### config.mk
export PLATFORM = sky130hd
export DESIGN_NAME = vga_sync_scheduler_flat
export DESIGN_NICKNAME = d
export VERILOG_FILES = /design/src/rtl/vga_sync_scheduler_if.sv /design/src/rtl/vga_sync_scheduler.sv /design/src/flat_wrapper.sv
export SDC_FILE = /design/constraint.sdc
export NUM_CORES = 1
export LEC_CHECK = 0
export ABC_AREA = 1
export CAP_MARGIN = 30
export CORE_MARGIN = 2
export CORE_UTILIZATION = 47
export DETAILED_ROUTE_END_ITERATION = 10
export GPL_TIMING_DRIVEN = 0
export PLACE_DENSITY = 0.75
export SYNTH_ARGS = -nofsm -noshare
export SYNTH_HDL_FRONTEND = slang
export SYNTH_SLANG_ARGS = --single-unit
### constraint.sdc
create_clock -name clock_in -period 2 [get_ports clock_in]
set_input_delay 0.2 -clock clock_in [delete_from_list [all_inputs] [get_ports clock_in]]
set_output_delay 0.2 -clock clock_in [all_outputs]
set_load 0.02 [all_outputs]
### src/rtl/vga_sync_scheduler_if.sv
// Frame-buffer update handshake between the game logic and the VGA scheduler.
// The game logic is the master (raises requests); the scheduler is the slave
// (opens and closes the update window).
interface vga_sync_scheduler_if;
    logic upd_req;    // level request for an update window
    logic upd_done;   // one-clock release of the window by the requester
    logic upd_grant;  // window open
    logic upd_abort;  // one-clock pulse: window forcibly closed at frame start

    modport master (
        output upd_req,
        output upd_done,
        input  upd_grant,
        input  upd_abort
    );

    modport slave (
        input  upd_req,
        input  upd_done,
        output upd_grant,
        output upd_abort
    );
endinterface

### src/rtl/vga_sync_scheduler.sv
// Pixel-rate scheduler for the VGA path: pixel-enable divider, h/v scan
// counters with registered sync/blank decode, and a vblank-only arbiter that
// hands the frame buffer to the game logic once per vertical blank.
module vga_sync_scheduler #(
    parameter int DIVISOR   = 2,
    parameter int H_VISIBLE = 640,
    parameter int H_FRONT   = 16,
    parameter int H_SYNC    = 96,
    parameter int H_BACK    = 48,
    parameter int V_VISIBLE = 480,
    parameter int V_FRONT   = 10,
    parameter int V_SYNC    = 2,
    parameter int V_BACK    = 33
) (
    input  logic                 clock_in,
    input  logic                 reset_n,
    input  logic                 enable,
    vga_sync_scheduler_if.slave  upd,
    output logic                 pixel_tick,
    output logic [9:0]           pixel_x,
    output logic [9:0]           pixel_y,
    output logic                 hsync,
    output logic                 vsync,
    output logic                 video_on,
    output logic                 frame_start
);

    localparam int H_TOTAL  = H_VISIBLE + H_FRONT + H_SYNC + H_BACK;
    localparam int V_TOTAL  = V_VISIBLE + V_FRONT + V_SYNC + V_BACK;
    localparam int HS_START = H_VISIBLE + H_FRONT;
    localparam int HS_END   = HS_START + H_SYNC;
    localparam int VS_START = V_VISIBLE + V_FRONT;
    localparam int VS_END   = VS_START + V_SYNC;
    localparam int DW       = (DIVISOR > 1) ? $clog2(DIVISOR) : 1;

    localparam logic [DW-1:0] DIV_LAST = DW'(DIVISOR - 1);
    localparam logic [9:0]    H_LAST   = 10'(H_TOTAL - 1);
    localparam logic [9:0]    V_LAST   = 10'(V_TOTAL - 1);

    typedef enum logic [1:0] {
        IDLE   = 2'd0,
        GRANT  = 2'd1,
        SERVED = 2'd2
    } arb_state_e;

    logic [DW-1:0] div_q, div_d;
    logic [9:0]    h_q, h_d;
    logic [9:0]    v_q, v_d;
    logic          hsync_q, vsync_q, video_on_q, frame_start_q;
    logic          tick;
    logic          wrap;
    logic          vblank_d;

    arb_state_e    state_q;
    logic          grant_q;
    logic          abort_q;

    // Tick, next-state counters and the frame-wrap / grant-window decode.
    always_comb begin
        tick     = enable && (div_q == DIV_LAST);
        div_d    = div_q;
        h_d      = h_q;
        v_d      = v_q;
        if (enable) begin
            div_d = (div_q == DIV_LAST) ? '0 : div_q + 1'b1;
        end
        if (tick) begin
            if (h_q == H_LAST) begin
                h_d = '0;
                v_d = (v_q == V_LAST) ? '0 : v_q + 10'd1;
            end else begin
                h_d = h_q + 10'd1;
            end
        end
        wrap     = tick && (h_q == H_LAST) && (v_q == V_LAST);
        // Grant window excludes the last line so a grant always has at least
        // one full line before the frame-start abort point.
        vblank_d = (v_d >= 10'(V_VISIBLE)) && (v_d <= 10'(V_TOTAL - 2));
    end

    // Divider, scan counters and decoded video outputs; all hold while enable=0.
    always_ff @(posedge clock_in or negedge reset_n) begin
        if (!reset_n) begin
            div_q         <= '0;
            h_q           <= H_LAST;
            v_q           <= V_LAST;
            hsync_q       <= 1'b1;
            vsync_q       <= 1'b1;
            video_on_q    <= 1'b0;
            frame_start_q <= 1'b0;
        end else if (enable) begin
            div_q         <= div_d;
            h_q           <= h_d;
            v_q           <= v_d;
            hsync_q       <= !((h_d >= 10'(HS_START)) && (h_d < 10'(HS_END)));
            vsync_q       <= !((v_d >= 10'(VS_START)) && (v_d < 10'(VS_END)));
            video_on_q    <= (h_d < 10'(H_VISIBLE)) && (v_d < 10'(V_VISIBLE));
            frame_start_q <= wrap;
        end
    end

    // Update-window arbiter: one grant per vblank, aborted if still open at frame start.
    always_ff @(posedge clock_in or negedge reset_n) begin
        if (!reset_n) begin
            state_q <= IDLE;
            grant_q <= 1'b0;
            abort_q <= 1'b0;
        end else if (enable) begin
            abort_q <= 1'b0;
            case (state_q)
                IDLE: begin
                    if (tick && upd.upd_req && vblank_d) begin
                        state_q <= GRANT;
                        grant_q <= 1'b1;
                    end
                end
                GRANT: begin
                    // A release landing on the wrap tick counts as served.
                    if (wrap) begin
                        state_q <= IDLE;
                        grant_q <= 1'b0;
                        abort_q <= !upd.upd_done;
                    end else if (upd.upd_done) begin
                        state_q <= SERVED;
                        grant_q <= 1'b0;
                    end
                end
                SERVED: begin
                    if (wrap) begin
                        state_q <= IDLE;
                    end
                end
                default: begin
                    state_q <= IDLE;
                    grant_q <= 1'b0;
                end
            endcase
        end
    end

    // Pulses stay registered across a freeze but are masked until sequencing resumes.
    assign pixel_tick    = tick;
    assign frame_start   = frame_start_q & enable;
    assign upd.upd_abort = abort_q & enable;
    assign upd.upd_grant = grant_q;
    assign pixel_x       = h_q;
    assign pixel_y       = v_q;
    assign hsync         = hsync_q;
    assign vsync         = vsync_q;
    assign video_on      = video_on_q;

endmodule

### src/flat_wrapper.sv
// flat-port wrapper written by rule: the top's interface ports become plain ports
module vga_sync_scheduler_flat 
#(
    parameter int DIVISOR   = 2,
    parameter int H_VISIBLE = 640,
    parameter int H_FRONT   = 16,
    parameter int H_SYNC    = 96,
    parameter int H_BACK    = 48,
    parameter int V_VISIBLE = 480,
    parameter int V_FRONT   = 10,
    parameter int V_SYNC    = 2,
    parameter int V_BACK    = 33
)
  (clock_in, reset_n, enable, pixel_tick, pixel_x, pixel_y, hsync, vsync, video_on, frame_start, upd_upd_req, upd_upd_done, upd_upd_grant, upd_upd_abort);
  vga_sync_scheduler_if upd_i ();
  input  logic clock_in;
  input  logic reset_n;
  input  logic enable;
  output logic pixel_tick;
  output logic [9:0] pixel_x;
  output logic [9:0] pixel_y;
  output logic hsync;
  output logic vsync;
  output logic video_on;
  output logic frame_start;
  input wire logic [$bits(upd_i.upd_req)-1:0] upd_upd_req;
  input wire logic [$bits(upd_i.upd_done)-1:0] upd_upd_done;
  output wire logic [$bits(upd_i.upd_grant)-1:0] upd_upd_grant;
  output wire logic [$bits(upd_i.upd_abort)-1:0] upd_upd_abort;
  assign upd_i.upd_req = upd_upd_req;
  assign upd_i.upd_done = upd_upd_done;
  assign upd_upd_grant = upd_i.upd_grant;
  assign upd_upd_abort = upd_i.upd_abort;
  vga_sync_scheduler #(.DIVISOR(DIVISOR), .H_VISIBLE(H_VISIBLE), .H_FRONT(H_FRONT), .H_SYNC(H_SYNC), .H_BACK(H_BACK), .V_VISIBLE(V_VISIBLE), .V_FRONT(V_FRONT), .V_SYNC(V_SYNC), .V_BACK(V_BACK)) u_core (.clock_in(clock_in), .reset_n(reset_n), .enable(enable), .upd(upd_i), .pixel_tick(pixel_tick), .pixel_x(pixel_x), .pixel_y(pixel_y), .hsync(hsync), .vsync(vsync), .video_on(video_on), .frame_start(frame_start));
endmodule
# After elaboration in Yosys (flattened, before gate mapping)
# Index checks and enable logic that the tools add are counted.
dict set report word_totals {
  ff_bits 29
  latchBits 0
  ram_bits 0
  romBits 0
  inputBits 5
  out_inout_bits 27
  word_cells 63
  mem_count 0
}
dict set report op_classes {
  n_addsub 3
  n_mul 0
  div_mod_pow 0
  order_cmp 8
  n_eq_ne 7
  shift 0
  mux 17
  bitwise 3
  n_reduce_logical 15
}
# operator n
set ops {}
lappend ops {{$mux W10} 5}
lappend ops {{$add A10 B1 Y10 const B} 2}
lappend ops {{$eq A10 B10 Y1 const B} 2}
lappend ops {{$ge A10 B9 Y1 const B} 2}
lappend ops {{$lt A10 B10 Y1 const B} 2}
lappend ops {{$lt A10 B9 Y1 const B} 2}
lappend ops {{$ge A10 B10 Y1 const B} 1}
lappend ops {{$le A10 B10 Y1 const B} 1}
lappend ops {{$logic_and A1 B1 Y1} 9}
lappend ops {{$mux W2} 4}
lappend ops {{$reduce_and A4 Y1} 2}
lappend ops {{$mux W1} 6}
lappend ops {{$pmux W2 S3} 1}
lappend ops {{$ne A2 B1 Y1 const B} 2}
lappend ops {{$logic_not A1 Y1} 3}
lappend ops {{$ne A3 B2 Y1 const B} 1}
lappend ops {{$pmux W1 S3} 1}
lappend ops {{$and A1 B1 Y1} 2}
lappend ops {{$eq A2 B1 Y1 const B} 1}
lappend ops {{$eq A2 B2 Y1 const B} 1}
lappend ops {{$logic_not A2 Y1} 1}
lappend ops {{$add A1 B1 Y1 const B} 1}
lappend ops {{$not A1 Y1} 1}

# Depth between registers and ports, before layout
# Gate-level depths: netlist of the first run.
dict set report depth {
  depth_word 9
  depth_mapped 15
  ltp_nobuf 15
}

# Worst setup path before layout of the first run
# OpenSTA, ideal clock, no wires.
dict set report synth_path {
  kind {reg2reg}
  from {reg u_core.h_q[1] (netlist: u_core.pixel_x[1])}
  to {reg u_core.grant_q (netlist: u_core.upd.upd_grant)}
  setup_time_ns 0.077
  t_arrival_ns 1.962
  required_ns 1.923
  path_slack_ns -0.039
  path_stages_with_launch 15
  n_path_buf 1
  synth_period_minus_slack_ns 2.039
  cell_sequence {dfstp_2 > ha_1 > nand3_2 > nor2_4 > nand2_4 > nor2_4 > buf_6 > nand2_2 > nand2_2 > nand2_4 > nor2_4 > nand2_2 > a21oi_2 > nand3_1 > a21oi_1}
}
dict set report synth_between {
  elab_chain_cells 8
  word_cells_on_any_way 14
  classes_between {order compare (2); eq/ne (3); mux (4); reduce/logical (5)}
}
# element line
set synth_rtl {}
lappend synth_rtl {{from (decl)} vga_sync_scheduler.sv:47} ;# logic [9:0] h_q, h_d;
lappend synth_rtl {{from (signal assigned)} vga_sync_scheduler.sv:85} ;# h_q <= H_LAST;
lappend synth_rtl {{from (signal assigned)} vga_sync_scheduler.sv:93} ;# h_q <= h_d;
lappend synth_rtl {{$eq A10 B10 Y1 (*)} {vga_sync_scheduler.sv:68, vga_sync_scheduler.sv:75}}
lappend synth_rtl {{$mux W10} vga_sync_scheduler.sv:68} ;# if (h_q == H_LAST) begin
lappend synth_rtl {{$mux W10} vga_sync_scheduler.sv:67} ;# if (tick) begin
lappend synth_rtl {{$ge A10 B9 Y1 or $le A10 B10 Y1 (tied branches)} vga_sync_scheduler.sv:78} ;# vblank_d = (v_d >= 10'(V_VISIBLE)) && (v_d <= 10'(V_TOTAL - 2));
lappend synth_rtl {{$logic_and A1 B1 Y1} vga_sync_scheduler.sv:78}
lappend synth_rtl {{$logic_and A1 B1 Y1} vga_sync_scheduler.sv:112} ;# if (tick && upd.upd_req && vblank_d) begin
lappend synth_rtl {{$ne A2 B1 Y1 (no source line)} n/a}
lappend synth_rtl {{$reduce_and A4 Y1 (no source line)} n/a}
lappend synth_rtl {{to (signal assigned)} vga_sync_scheduler.sv:114} ;# grant_q <= 1'b1;
lappend synth_rtl {{to (signal assigned)} vga_sync_scheduler.sv:121} ;# grant_q <= 1'b0;
lappend synth_rtl {{to (signal assigned)} vga_sync_scheduler.sv:125} ;# grant_q <= 1'b0;
lappend synth_rtl {{to (decl)} vga_sync_scheduler.sv:55} ;# logic grant_q;
# Mark *: on every way between the ends. The rest lies on a longest branch, timed or not.
# A chain may end at the register's enable or synchronous reset.

# Final worst setup path of the first run
dict set report layout_path {
  from {reg u_core.h_q[0] (netlist: u_core.pixel_x[0])}
  to {reg u_core.grant_q (netlist: u_core.upd.upd_grant)}
}
# The elaborated chain is that of the path after synthesis.

==> results.txt, run 1 <==
slew margin rel.: 54.4%
Die H: 65.9 um
Die X: 65.9 um
DIE AREA: 4340 um^2
antenna violations before repair: 0
final std cells w/o fill: 344
largest net degree at the start of global routing: 18
gr ovfl total: 0
TritonRoute pass-1 iters: 4
Gate Count Post-Synth: 238
CTS Sinks: 29
most frequent cells in the layout: nand2_1 (54), inv_1 (36), clkdlybuf4s50_1 (29), buf_4 (19)
Cell variety after synth: 35
final weighted congestion in routability-driven placement: 0.858
fraction of synthesized cell area in xor and xnor cells: 1.46%
PD cells: 770 nW/um^2
Net count, final: 303
RSZ-0062 raised after global routing: yes
Global Route Usage Sum: 23.2%
vias per inst: 5.21
crit path DAT: 2240 ps
FMAX: 0.493 GHz
number of max-cap violations: 0
worst reg-to-reg setup slack: -30 ps
Min Hold Slack: 226 ps
final WL: 4.56 mm
I/O Buffers: 30
row count: 22
first-pass GRT wire length: 7.54 mm
DRC Markers: 0
Reg clk slew, reported paths: 60 ps
cell count after placement: 317
Vias: 1,793
Setup crit end kind: register
Layout area overhead: 41.5%
Syn. warnings: 0
adder-cell share of the synthesized area: 2.09%
Core Region: 3660 um^2
Setup CP Type: register to register
root buf cell: clkbuf_8
post-synthesis mux area share: 0%
CP Launch Type: register
syn nets: 246
DRT antenna net count: 0
Worst Path Required: 2210 ps
clk_skew: 2.86 ps
worst hold path class: primary input to register
Ant. Diodes: 0
CTS tree: built
sequential share of the synthesized area: 41.2%
Slew Limit Fails: 0
WL/cell: 13.3 um
Initial Utilization: 49.1%
clock buffer depth: 2
setup TNS: -26.6 ps
Max FO, Critical Path: 6
DP HPWL: 3.06 mm
number of top-level pins: 32
post-place setup slack: -127 ps
maximum vdd drop: 0.593 mV
cts bufs inserted: 5
status: complete, but fails checks
Post-Syn Area: 1800 um^2
failing checks: setup timing
worst skew pair latency: 280 ps
Avg Inst Size Synth: 7.55 um^2
Tmin final: 2030 ps
post-synthesis compound-gate area fraction: 7.38%
vias in the first global route: 1,645
Hold Vio Cnt, Final: 0
final critical-path share of the clock period: 101%
main combinational cell family by area after synthesis: simple AND/OR/NAND/NOR gates
share of cells above drive strength 1: 28.4%
post-route setup slack: -26.6 ps
final setup fails: 1
Simple-Gate Fraction of Synth Area: 37.2%
CTS H-Tree Depth: 2
leakage power: 1.21 nW
commonest non-fill, non-tap cell in the layout: nand2_1
initial drt markers: 95
worst slew pin tran: 682 ps
register bit count reported by yosys: 29
-- worst paths after layout --
kind                              startpoint  depth (start not counted)              endpoint
hold / removal                        enable                          3          u_core.vsync
max in group asynchronous            reset_n                          2     u_core.pixel_y[2]
min in group asynchronous            reset_n                          1     u_core.pixel_x[7]
hold reg to reg                 u_core.hsync                          2          u_core.hsync
setup reg to reg           u_core.pixel_x[0]                         14  u_core.upd.upd_grant
setup / recovery           u_core.pixel_x[0]                         14  u_core.upd.upd_grant
-- sequential cells by signal, indices dropped and copies added, names as in the netlist --
name                  count
u_core.pixel_x           10
u_core.pixel_y           10
u_core.state_q            2
u_core.abort_q            1
u_core.div_q              1
u_core.frame_start_q      1
u_core.hsync              1
u_core.upd.upd_grant      1
u_core.video_on           1
u_core.vsync              1
-- metal layers --
layer / vias up / global-route usage, % / routed length (um)
met5: - / 0 / 0
met4: 0 / 8.07 / 64
met3: 8 / 5.45 / 227
met2: 55 / 38.1 / 2270
met1: 854 / 30.0 / 2000
li1: 876 / - / -
-- Yosys cell counts --
master	n	share of area, %
a32o_1	1	0.56
o31ai_1	1	0.42
dfstp_2	12	18
xnor2_1	2	0.97
inv_2	3	0.63
a31oi_1	1	0.35
inv_1	38	7.9
o211ai_1	2	0.83
nand2_1	60	13
nor2_2	5	1.7
o21ai_1	1	0.28
nand3_1	19	5.3
buf_6	1	0.63
nor3_1	5	1.4
nor3b_1	1	0.42
a21oi_2	1	0.49
nor2_4	3	1.9
o21bai_1	3	1.3
dfrtp_1	17	24
nand2_4	2	1.3
nand3b_1	1	0.42
buf_2	1	0.28
nand4_1	14	4.9
a21oi_1	3	0.83
o21a_1	1	0.42
ha_1	3	2.1
clkbuf_8	1	0.77
or2_2	1	0.35
nand3_2	1	0.56
buf_4	1	0.42
xor2_1	1	0.49
nand2_2	3	1.0
nor2_1	21	4.4
nand2_8	1	1.1
o21ai_0	7	1.9
-- power by group --
part / internal [mW] / switching, mW / leakage, nW
Sequential: 0.704 / 0.122 / 0.321
Combinational: 0.270 / 0.334 / 0.833
Clock: 0.310 / 0.219 / 0.0542
Total: 1.28 / 0.675 / 1.21
-- timing repair --
| item | CTS | global route |
|---|---|---|
| gates resized for setup | 8 | 23 |
| pin swaps | 9 | 11 |
| setup buffers | 15 | 4 |
| hold buffers | 0 | 0 |
| endpoints found under the setup margin | 6 | 7 |
-- kinds of logic (layout without fill, tap and decap cells) --
logic type,count (synthesis),in the layout
and+or+nand+nor,137,137
buffers and inverters,45,103
DFF,29,29
AOI/OAI and AO/OA,21,21
adders and majority gates,3,3
xor gates and xnor gates,3,3
-- layout make-up --
cell class | instances | area, um^2
clock buffer | 7 | 96.3
sequential | 29 | 741
tap | 48 | 60.1
clock inverter | 1 | 5.00
inverter | 41 | 154
timing repair buffer | 50 | 473
buffer | 4 | 40.0
fill | 282 | 1120
multi-input combinational | 164 | 975
-- per-stage QoR --
step	total power [mW]	utilization, %	area (um^2)
final	1.96	69.5	2540
after global routing	2.07	69.5	2540
after CTS	1.93	66.5	2440
after detailed placement	1.35	60.0	2200
after global placement	1.33	59.3	2170
after floorplan	1.13	-	1810
-- worst max-delay path: stages, from the launching register on --
cell	delay (ps)
dfstp_2	560
ha_4	160
nand3_4	70
nor2_4	140
nand2_4	90
nor2_4	110
buf_6	130
nand2_2	50
nand2_2	70
nand2_4	60
nor2_4	90
nand2_2	60
a21oi_2	150
nand3_1	90
a21oi_1	120
(Power assumes the default switching activity.)
==> inputs of run 2 (changes only) <==
--- a/config.mk
+++ b/config.mk
@@ -12,6 +12,7 @@
 export DETAILED_ROUTE_END_ITERATION = 10
 export GPL_TIMING_DRIVEN = 0
 export PLACE_DENSITY = 0.75
+export SLEW_MARGIN = 0
 export SYNTH_ARGS = -nofsm -noshare
 export SYNTH_HDL_FRONTEND = slang
 export SYNTH_SLANG_ARGS = --single-unit
==> results of run 2 <==
No change in the layout: final DEF, timing and power equal those of run 1.
==> inputs of run 3 (changes only) <==
--- a/config.mk
+++ b/config.mk
@@ -7,7 +7,6 @@
 export LEC_CHECK = 0
 export ABC_AREA = 1
 export CAP_MARGIN = 30
-export CORE_MARGIN = 2
 export CORE_UTILIZATION = 47
 export DETAILED_ROUTE_END_ITERATION = 10
 export GPL_TIMING_DRIVEN = 0
==> results.txt, run 3 (same netlist as run 1, synthesis figures left out) <==
Worst Path Required: 2210 ps (about the same)
Hold-fix buffers, CTS: 0 (unchanged)
gr ovfl total: 0 (unchanged)
worst slew pin tran: 659 ps (-22.5 ps)
Vias: 1,725 (-3.8%)
clk_skew: 3.85 ps (+0.985 ps)
status: complete, but fails checks
fill count: 295 (+4.6%)
antenna violations before repair: 0 (unchanged)
final critical-path share of the clock period: 103% (+1.3 points)
final weighted congestion in routability-driven placement: 0.857 (about the same)
Layout area overhead: 37.1%
commonest non-fill, non-tap cell in the layout: nand2_1
PD cells: 800 nW/um^2 (+3.9%)
Die X: 63.9 um (-3.0%)
initial drt markers: 58 (-39%)
slew margin rel.: 55.9% (+1.5 points)
Placed Instance Area: 2200 um^2 (unchanged)
WL/cell: 12.8 um (-3.6%)
DP HPWL: 3.04 mm (-0.51%)
Setup crit end kind: register
crit path DAT: 2260 ps (+20 ps)
Core Region: 3660 um^2 (unchanged)
CP Launch Type: register
row count: 22 (unchanged)
number of top-level pins: 32 (unchanged)
Reg clk slew, reported paths: 60 ps (about the same)
Setup CP Type: register to register
Initial Utilization: 49.1% (unchanged)
Hold Vio Cnt, Final: 0 (unchanged)
DRT antenna net count: 0 (unchanged)
final std cells w/o fill: 337 (-2.0%)
final WL: 4.31 mm (-5.6%)
cts bufs inserted: 5 (unchanged)
CTS Sinks: 29 (unchanged)
final setup fails: 2 (+1)
Max FO, Critical Path: 6 (unchanged)
number of max-cap violations: 0 (unchanged)
Ant. Diodes: 0 (unchanged)
Slew Limit Fails: 0 (unchanged)
CTS tree: built
worst skew pair latency: 280 ps (about the same)
TritonRoute pass-1 iters: 4 (unchanged)
largest net degree at the start of global routing: 18 (unchanged)
CTS H-Tree Depth: 2 (unchanged)
most frequent cells in the layout: nand2_1 (56), inv_1 (37), clkdlybuf4s50_1 (29)
Global Route Usage Sum: 22.8% (-0.46 points)
worst hold path class: primary input to register
I/O Buffers: 30 (unchanged)
root buf cell: clkbuf_8
FMAX: 0.487 GHz (-1.3%)
first-pass GRT wire length: 7.09 mm (-5.9%)
critical path's slowest cell: dfstp_2
Die H: 63.9 um (-3.0%)
CP cell instances: ha_4 > nand3_4 > nor2_4 > nand2_4 > nor2_4 > buf_6 > nand2_2 > nand2_2 > nand2_4 > nor2_4 > nand2_2 > a21oi_2 > nand3_1 > a21oi_2
Min Hold Slack: 225 ps (-0.874 ps)
vias in the first global route: 1,587 (-3.5%)
Overall Power: 1.97 mW (+0.70%)
DRC Markers: 0 (unchanged)
fin area: 2460 um^2 (-3.1%)
Net count, final: 296 (-2.3%)
clock buffer depth: 2 (unchanged)
crit-path max cell delay: 560 ps (about the same)
failing checks: setup timing
CP delay by family, top: simple AND/OR/NAND/NOR gates
cell count after placement: 317 (unchanged)
Tmin final: 2050 ps (+26.2 ps)
leakage power: 1.17 nW (-3.5%)
RSZ-0062 raised after global routing: yes
DIE AREA: 4080 um^2 (-6.0%)
share of cells above drive strength 1: 25.6% (-2.8 points)
vias per inst: 5.12 (-1.8%)
Buf/Inv on CP: 1 (unchanged)
maximum vdd drop: 0.666 mV (+12%)
post-route setup slack: -52.8 ps (-26.2 ps)
## run 3: cell types whose count changed in the layout (fill, tap and decap cells not counted), sizes merged
cell and change:
buf -6, clkbuf -1, dlygate4sd2 -1, clkdlybuf4s15 +1
## run 3: routing by layer
metal	vias up	wire length, um	GRT usage, %	part of all wire (%)
met2	50	2100	37.9	49
met1	801	1890	29.5	44
met3	7	249	5.18	5.8
met5	-	0	0	0
li1	867	-	-	-
met4	0	57	6.25	1.3
## run 3: final cells by class
type | instances | area (um^2) | share of cell area [%]
timing repair buffer | 43 | 422 | 17.1
inverter | 41 | 154 | 6.24
sequential | 29 | 741 | 30.1
tap | 48 | 60.1 | 2.44
buffer | 4 | 37.5 | 1.52
clock inverter | 1 | 5.00 | 0.203
multi-input combinational | 164 | 950 | 38.5
clock buffer | 7 | 96.3 | 3.91
## run 3: path summary, 6_finish.rpt
path / from / to / slack, ps / cells after the start
max: u_core.pixel_x[0] / u_core.upd.upd_grant / -50 / 14
min: enable / u_core.hsync / 230 / 3
max reg2reg: u_core.pixel_x[0] / u_core.upd.upd_grant / -50 / 14
min reg2reg: u_core.video_on / u_core.video_on / 490 / 2
max in group asynchronous: reset_n / u_core.vsync / 1080 / 2
min in group asynchronous: reset_n / u_core.pixel_x[5] / 320 / 1
## run 3: worst register-to-register path, cell delays in order (launching register included)
cell and delay, ps:
dfstp_2 560, ha_4 160, nand3_4 70, nor2_4 120, nand2_4 80, nor2_4 110, buf_6 130, nand2_2 50
nand2_2 70, nand2_4 70, nor2_4 90, nand2_2 80, a21oi_2 160, nand3_1 110, a21oi_2 130
## run 3: report_power, final
part           switching, mW  internal (mW)
Clock                  0.228          0.311
Sequential             0.123          0.704
Combinational          0.331          0.277
Total                  0.682           1.29
## run 3: per-stage QoR
stage,worst slack (ps),utilization [%],TNS [ps]
final,-52.8,67.3,-55.1
after global routing,-173,67.3,-689
after CTS,-93.4,65.2,-170
after detailed placement,-157,60.0,-528
after global placement,-135,59.3,-288
after floorplan,2.40,-,0
## run 3: timing repair
item                                   in CTS  in global routing
endpoints found under the hold margin       0                  0
setup endpoints to repair                   7                  6
buffers inserted                            8                  4
pin swaps                                   8                  8
gates resized for setup                     7                 18
